<file path="config.mk">
export PLATFORM = sky130hd
export DESIGN_NAME = debounce_array
export DESIGN_NICKNAME = d
export VERILOG_FILES = /design/src/rtl/debounce_array_pkg.sv /design/src/rtl/debounce_channel.sv /design/src/rtl/debounce_array.sv
export SDC_FILE = /design/constraint.sdc
export NUM_CORES = 1
export LEC_CHECK = 0
export ABC_AREA = 1
export BUFFER_PORTS_ARGS = -buffer_cell sky130_fd_sc_hd__buf_4
export CORE_UTILIZATION = 42
export CTS_CLUSTER_DIAMETER = 200
export DETAILED_ROUTE_END_ITERATION = 12
export PLACE_DENSITY = 0.68
export SYNTH_ARGS = -nofsm -noshare
export SYNTH_HDL_FRONTEND = slang
export SYNTH_SLANG_ARGS = --single-unit
</file>
<file path="constraint.sdc">
create_clock -name clk -period 12.4 [get_ports clk]
set_input_delay 2.48 -clock clk [delete_from_list [all_inputs] [get_ports clk]]
set_output_delay 2.48 -clock clk [all_outputs]
set_load 0.01 [all_outputs]
</file>
<file path="src/rtl/debounce_array_pkg.sv">
// Shared definitions for the button debouncer: hold-FSM states, the counter-width helper
// and the board timing constants at 125 MHz.
package debounce_array_pkg;

  typedef enum logic [1:0] {
    IDLE = 2'd0,
    HELD = 2'd1,
    LONG = 2'd2
  } hold_state_t;

  localparam int DEB_10MS  = 1250000;
  localparam int LONG_1S   = 125000000;
  localparam int REP_200MS = 25000000;

  // Width of a counter that must reach the larger of two terminal counts.
  function automatic int clog2_max(input int a, input int b);
    return $clog2(((a > b) ? a : b) + 1);
  endfunction

endpackage

</file>
<file path="src/rtl/debounce_channel.sv">
// One button channel: 2-FF synchroniser, polarity normalisation, debounce counter
// and the IDLE/HELD/LONG hold FSM producing press/release/long/repeat pulses.
module debounce_channel
  import debounce_array_pkg::*;
#(
  parameter bit ACTIVE_LOW      = 1'b1,
  parameter int DEBOUNCE_CYCLES = DEB_10MS,
  parameter int LONG_CYCLES     = LONG_1S,
  parameter int REPEAT_CYCLES   = REP_200MS
) (
  input  logic clk,
  input  logic rst,
  input  logic en,
  input  logic btn,
  output logic level,
  output logic press_pulse,
  output logic release_pulse,
  output logic long_pulse,
  output logic repeat_pulse
);

  localparam int DW = $clog2(DEBOUNCE_CYCLES + 1);
  localparam int HW = clog2_max(LONG_CYCLES, REPEAT_CYCLES);
  localparam logic [DW-1:0] DEB_LAST  = DW'(DEBOUNCE_CYCLES - 1);
  localparam logic [HW-1:0] LONG_LAST = HW'(LONG_CYCLES - 1);
  localparam logic [HW-1:0] REP_LAST  = HW'((REPEAT_CYCLES > 0) ? REPEAT_CYCLES - 1 : 0);

  logic          sync1;
  logic          sync2;
  logic          pressed;
  logic          stable;
  logic          accept;
  logic [DW-1:0] dcnt;
  logic [HW-1:0] hcnt;
  hold_state_t   state;

  // Synchroniser resets to the idle pin level so reset never looks like a press.
  always_ff @(posedge clk or posedge rst) begin
    if (rst) begin
      sync1 <= ACTIVE_LOW;
      sync2 <= ACTIVE_LOW;
    end else begin
      sync1 <= btn;
      sync2 <= sync1;
    end
  end

  assign pressed = sync2 ^ ACTIVE_LOW;
  assign stable  = (sync1 == sync2);
  assign accept  = en && stable && (pressed != level) && (dcnt == DEB_LAST);

  // A release wins over any long/repeat pulse that would land in the same cycle.
  always_ff @(posedge clk or posedge rst) begin
    if (rst) begin
      dcnt          <= '0;
      hcnt          <= '0;
      state         <= IDLE;
      level         <= 1'b0;
      press_pulse   <= 1'b0;
      release_pulse <= 1'b0;
      long_pulse    <= 1'b0;
      repeat_pulse  <= 1'b0;
    end else begin
      press_pulse   <= 1'b0;
      release_pulse <= 1'b0;
      long_pulse    <= 1'b0;
      repeat_pulse  <= 1'b0;
      if (!en) begin
        dcnt <= '0;
        hcnt <= '0;
      end else begin
        if (!stable || (pressed == level)) begin
          dcnt <= '0;
        end else if (dcnt == DEB_LAST) begin
          dcnt  <= '0;
          level <= pressed;
        end else begin
          dcnt <= dcnt + DW'(1);
        end

        if (accept && pressed) begin
          press_pulse <= 1'b1;
          state       <= HELD;
          hcnt        <= '0;
        end else if (accept) begin
          release_pulse <= 1'b1;
          state         <= IDLE;
          hcnt          <= '0;
        end else begin
          case (state)
            IDLE: hcnt <= '0;
            HELD: begin
              if (hcnt == LONG_LAST) begin
                long_pulse <= 1'b1;
                hcnt       <= '0;
                state      <= LONG;
              end else begin
                hcnt <= hcnt + HW'(1);
              end
            end
            LONG: begin
              if (REPEAT_CYCLES == 0) begin
                hcnt <= '0;
              end else if (hcnt == REP_LAST) begin
                repeat_pulse <= 1'b1;
                hcnt         <= '0;
              end else begin
                hcnt <= hcnt + HW'(1);
              end
            end
            default: begin
              state <= IDLE;
              hcnt  <= '0;
            end
          endcase
        end
      end
    end
  end

endmodule

</file>
<file path="src/rtl/debounce_array.sv">
// N-channel push-button debouncer and event generator; each channel is an
// independent debounce_channel instance.
module debounce_array
  import debounce_array_pkg::*;
#(
  parameter int N_CH            = 4,
  parameter bit ACTIVE_LOW      = 1'b1,
  parameter int DEBOUNCE_CYCLES = DEB_10MS,
  parameter int LONG_CYCLES     = LONG_1S,
  parameter int REPEAT_CYCLES   = REP_200MS
) (
  input  logic            clk,
  input  logic            rst,
  input  logic            en,
  input  logic [N_CH-1:0] btn_in,
  output logic [N_CH-1:0] level,
  output logic [N_CH-1:0] press_pulse,
  output logic [N_CH-1:0] release_pulse,
  output logic [N_CH-1:0] long_pulse,
  output logic [N_CH-1:0] repeat_pulse
);

  // Polarity is normalised inside each channel, after its synchroniser.
  for (genvar i = 0; i < N_CH; i++) begin : g_ch
    debounce_channel #(
      .ACTIVE_LOW      (ACTIVE_LOW),
      .DEBOUNCE_CYCLES (DEBOUNCE_CYCLES),
      .LONG_CYCLES     (LONG_CYCLES),
      .REPEAT_CYCLES   (REPEAT_CYCLES)
    ) u_ch (
      .clk           (clk),
      .rst           (rst),
      .en            (en),
      .btn           (btn_in[i]),
      .level         (level[i]),
      .press_pulse   (press_pulse[i]),
      .release_pulse (release_pulse[i]),
      .long_pulse    (long_pulse[i]),
      .repeat_pulse  (repeat_pulse[i])
    );
  end

endmodule

</file>
== After elaboration in Yosys (flattened, before gate mapping) ==
Cells that the tools add are included.
W data, S select, Z words.

* Input bits: 7
* Memory bits (read-only): 0
* Latch bits: 0
* Memories: 0
* Output and inout port bits: 20
* Memory bits (writable): 0
* Register bits: 228

* Magnitude comparators: 0
* Shifts and indexed selects: 0
* Bitwise logic cells: 8
* Reductions and logical operators: 40
* Equality and inequality tests: 40
* Multiplexer cells: 112
* Add/subtract/negate cells: 8
* Div/mod/pow operators: 0
* Multipliers: 0

{| class="wikitable"
|+ Operators with widths
! cell !! count
|-
| $mux W27 || 20
|-
| $mux W21 || 12
|-
| $pmux W27 S2 || 4
|-
| $add A27 B1 Y27 const B || 4
|-
| $eq A27 B25 Y1 const B || 4
|-
| $eq A27 B27 Y1 const B || 4
|-
| $add A21 B1 Y21 const B || 4
|-
| $eq A21 B21 Y1 const B || 4
|-
| $mux W1 || 60
|-
| $mux W2 || 12
|-
| $reduce_and A3 Y1 || 8
|-
| $logic_and A1 B1 Y1 || 16
|-
| $ne A4 B1 Y1 const B || 4
|-
| $pmux W2 S2 || 4
|-
| $ne A3 B1 Y1 const B || 4
|-
| $eq A1 B1 Y1 || 8
|-
| $eq A2 B1 Y1 const B || 4
|-
| $eq A2 B2 Y1 const B || 4
|-
| $logic_not A2 Y1 || 4
|-
| $not A1 Y1 || 8
|-
| $reduce_or A2 Y1 || 4
|-
| $logic_not A1 Y1 || 4
|-
| $logic_or A1 B1 Y1 || 4
|-
| $ne A1 B1 Y1 || 4
|}

== Logic depth before layout (Yosys ltp) ==
* Depth after elaboration: 7
* Mapped depth: 12
* Gate-level depth less buffers: 12

== Modules after synthesis ==
From an unflattened synthesis, not the netlist that was laid out.

* Cell total of the unflattened synthesis: 1908
* Area, all modules: 14027.2 um2

{| class="wikitable"
|+ Modules (own cells, without submodules)
! module !! cells an instance !! instances !! area each (um2)
|-
| debounce_channel (g_ch[1].u_ch ...) || 478 || 2 || 3515.9
|-
| debounce_channel (g_ch[0].u_ch) || 472 || 1 || 3509.6
|-
| debounce_channel (g_ch[3].u_ch) || 480 || 1 || 3485.8
|}

== Least setup slack after synthesis ==
OpenSTA, ideal clock, no wires.

* Path type: input-to-reg
* From: in en
* To: reg g_ch[0].u_ch.hcnt[11]
* Library setup time: 0.121 ns
* Arrival: 3.154 ns
* Slack: 9.125 ns
* Stages on the path: 8
* Path through: inv_4 -> nor2_4 -> nand3_2 -> nand2_2 -> inv_2 -> nand3_4 -> buf_6 -> nor2_1

* Word-level cells in the longest chain between the ends: 6
* Elaborated cells between the ends (all ways): 7
* Classes of those cells: mux (3); reduce/logical (4)

{| class="wikitable"
|+ RTL lines
! what !! RTL line !! RTL
|-
| start, declared || debounce_array.sv:14 || <nowiki>input logic en,</nowiki>
|-
| $logic_and A1 B1 Y1 (3 in series) || debounce_channel.sv:50 || <nowiki>assign accept = en && stable && (pressed != level) && (dcnt == DEB_LAST);</nowiki>
|-
| $mux W27 or $logic_and A1 B1 Y1 (tied branches) || debounce_channel.sv:85, debounce_channel.sv:81 ||
|-
| $mux W27 || debounce_channel.sv:81 || <nowiki>if (accept && pressed) begin</nowiki>
|-
| $mux W27 * || debounce_channel.sv:68 || <nowiki>if (!en) begin</nowiki>
|-
| end signal, assigned || debounce_channel.sv:98 || <nowiki>hcnt <= hcnt + HW'(1);</nowiki>
|-
| end signal, assigned || debounce_channel.sv:108 || <nowiki>hcnt <= hcnt + HW'(1);</nowiki>
|-
| end, declared || debounce_channel.sv:34 || <nowiki>logic [HW-1:0] hcnt;</nowiki>
|}

Mark *: on every way between the ends. The rest lies on a longest branch, timed or not.
A chain may end at the register's enable or synchronous reset.

== Final worst setup path ==
* From: reg g_ch[3].u_ch.level
* To: out level[3]

{| class="wikitable"
|+ RTL lines
! what !! RTL line !! RTL
|-
| start, declared || debounce_channel.sv:15 || <nowiki>output logic level,</nowiki>
|-
| start signal, assigned || debounce_channel.sv:76 || <nowiki>level <= pressed;</nowiki>
|-
| end, declared || debounce_array.sv:16 || <nowiki>output logic [N_CH-1:0] level,</nowiki>
|}

No word-level cell between the ends.

==> flow_metrics.tcl <==
set metrics [dict create \
    fin_nets 1851 \
    fp.coreArea_um2 30900 \
    syn_inst 1807 \
    ir_drop_uv 128 \
    tns_ps 0 \
    drtAntennaViolNets 0 \
    place_hpwl_um 21600 \
    grt_max_degree 89 \
    slew_headroom 0.371 \
    sw_frac_of_total 0.214 \
    tightest_slew_ps 944 \
    initial_core_util 0.431 \
    routed_wl_um 29100 \
    outcome "finished, final reports clean" \
    holdBufCountCts 0 \
    synth.avg_cell_area_um2 7.37 \
    clk-insertion-delay-late_ps 530 \
    cts_setup_buffers 0 \
    max-clock-path-buffers 3 \
    first_global_vias 10800 \
    p_leak_nw 6.02 \
    start_kind "register" \
    cpLargestDelayFamily "flip-flops" \
    reg2reg_from "g_ch[2].u_ch.dcnt[0]" \
    critical_path_class "register to output port" \
    grt_pass1_wl_um 50900 \
    final_cell_mix "nand2_1 (407), nor2_1 (376), inv_1 (224), dfrtp_1 (220), nand3_1 (122)" \
    die_w_um 180 \
    cts_tree "built" \
    synth-simple-area-share 0.374 \
    antenna_found_initial 0 \
    numCtsBuffers 26 \
    r2r_slack_ps 10370 \
    pwr-share-comb 0.027 \
    globalplace.congestion 0.937 \
    slowest_delay_ps 440 \
    cts.clk_slew.worst_paths_ps 60 \
    via_count 11200 \
    dr.pass1.iters 7 \
    dieArea_um2 32400 \
    grt_usage 0.184 \
    h-tree-depth 1 \
    die_y_um 180 \
    ys_ff_latch 228 \
    ys_seq_area_frac 0.429 \
    drv_cap 0 \
    synth_compound_area_frac 0.0306 \
    p_switching_uw 343 \
    synthAdderAreaFrac 0.0188 \
    rows 64 \
    rsz0062_at_grt "false" \
    startpoint "g_ch[3].u_ch.level" \
    fin_util 0.474 \
    final_common_cell "nand2_1" \
    fin_skew_ps 6.49 \
    drtIter0Drc 762 \
    yosysWarnings 0 \
    vias_per_cell 5.00 \
    cts-root-buf "clkbuf_16" \
    clockPowerShare 0.504 \
    finalHoldViolCount 0 \
    muxShareOfSynthArea 0 \
    wire_per_inst_um 13.0 \
    p_int_mw 1.26 \
    yosys.area_share.xor_xnor 0.0592 \
    critPathSlowestCell "dfrtp_1" \
    final_max_slew_viol_count 0 \
    cp_max_fo 3 \
    diodes 0 \
    cts_resized 0 \
    drive_gt1_frac 0.0759 \
    pwr-share-seq 0.468 \
    fin_crit_ps 3620 \
    hp-class "register to register" \
    synth_cell_type_count 43 \
    fin_crit_sh 0.292 \
    synth_edf_count 0 \
    pin_count 27 \
    fmax_mhz 276 \
    cts.sinks 228 \
    powerDensity_nw_per_um2 110 \
    crit_buf_inv 1 \
    io_buffers 26 \
    netlist_area_um2 13300 \
    critPathCaptureType "output port" \
    grt_overflow 0 \
    synth_top_family_by_area "simple AND/OR/NAND/NOR gates" \
    async_reset_ff_frac 1.00 \
    arrival_ps 1140 \
    drc 0 \
    cp.required_ps 9920 \
    syn_nets 1834 \
    crit_chain "buf_4" \
    syn_to_final_growth_pct 10.0 \
    min-delay-start "g_ch[0].u_ch.sync1" \
    setup_viol 0 \
    synth_ff_type "dfrtp_1" \
]
-- final timing paths --
check / to / depth (start not counted)
setup / recovery: level[3] / 1
hold / removal: g_ch[0].u_ch.sync2 / 0
setup reg to reg: g_ch[2].u_ch.dcnt[19] / 7
hold reg to reg: g_ch[0].u_ch.sync2 / 0
max in group asynchronous: g_ch[1].u_ch.dcnt[12] / 3
min in group asynchronous: g_ch[2].u_ch.press_pulse / 2
-- synth_stat cells, drive strengths merged, types with 2 or more instances --
master | n | area share
nor4 | 7 | 0.0033
nand3 | 133 | 0.056
o22ai | 2 | 0.00094
o21ai | 36 | 0.014
nor3b | 11 | 0.0069
inv | 235 | 0.066
and3 | 5 | 0.0023
nor3 | 86 | 0.035
dfstp | 8 | 0.016
xnor2 | 29 | 0.019
or2 | 2 | 0.00094
ha | 20 | 0.019
nor2 | 395 | 0.12
nand4 | 55 | 0.026
clkbuf | 3 | 0.0010
a21oi | 33 | 0.012
nand3b | 9 | 0.0054
dfrtp | 220 | 0.41
a31oi | 3 | 0.0014
xor2 | 61 | 0.040
o21bai | 2 | 0.0011
buf | 36 | 0.021
nand2 | 413 | 0.12
-- cell families (layout without fill, tap and decap cells) --
group,count (synthesis),after routing
AND/OR/NAND/NOR,1117,1117
buffers and inverters,274,311
flip-flops,228,228
XOR/XNOR,90,90
AO/OA/AOI/OAI,78,78
adder cells (fa/ha/maj),20,20
-- flip-flops by register name, indices dropped and copies added (netlist names) --
name,cells
g_ch.u_ch.press_pulse,4
g_ch.u_ch.sync2,4
g_ch.u_ch.state,8
g_ch.u_ch.repeat_pulse,4
g_ch.u_ch.sync1,4
g_ch.u_ch.release_pulse,4
g_ch.u_ch.long_pulse,4
g_ch.u_ch.level,4
g_ch.u_ch.dcnt,84
g_ch.u_ch.hcnt,108
-- layer usage --
metal,global-route usage,up-vias,share of wire
li1,-,5742,-
met1,0.258,5185,0.49
met2,0.301,225,0.45
met3,0.0232,45,0.040
met4,0.0462,0,0.023
met5,0,-,0
-- final cells by class --
type	count	area, um2
clock buffer	35	746
timing repair buffer	28	210
fill	3135	16200
clock inverter	13	173
tap	396	495
inverter	235	892
sequential	228	5720
multi-input combinational	1305	6430
-- power by group through the flow --
stage / registers (mW) / clock network (mW) / logic [mW]
4_1_cts: 0.752 / 0.833 / 0.0457
3_3_place_gp: 0.765 / 0 / 0.0442
5_1_grt: 0.752 / 0.865 / 0.0509
3_5_place_dp: 0.766 / 0 / 0.0456
2_1_floorplan: 0.765 / 0 / 0.0337
6_report: 0.752 / 0.810 / 0.0435
-- metrics by stage --
stage               worst slack (ps)  std cells  hold WS [ps]  total power [mW]  area [um2]
global placement                8340       2192           363             0.810       13700
global route                    8670       2240           381              1.67       14700
CTS                             8760       2240           377              1.63       14700
finish                          8780       2240           374              1.61       14700
floorplan                       3690       1807           361             0.799       13300
detailed placement              8270       2192           366             0.811       13700
Power figures use the tool's default switching activity.
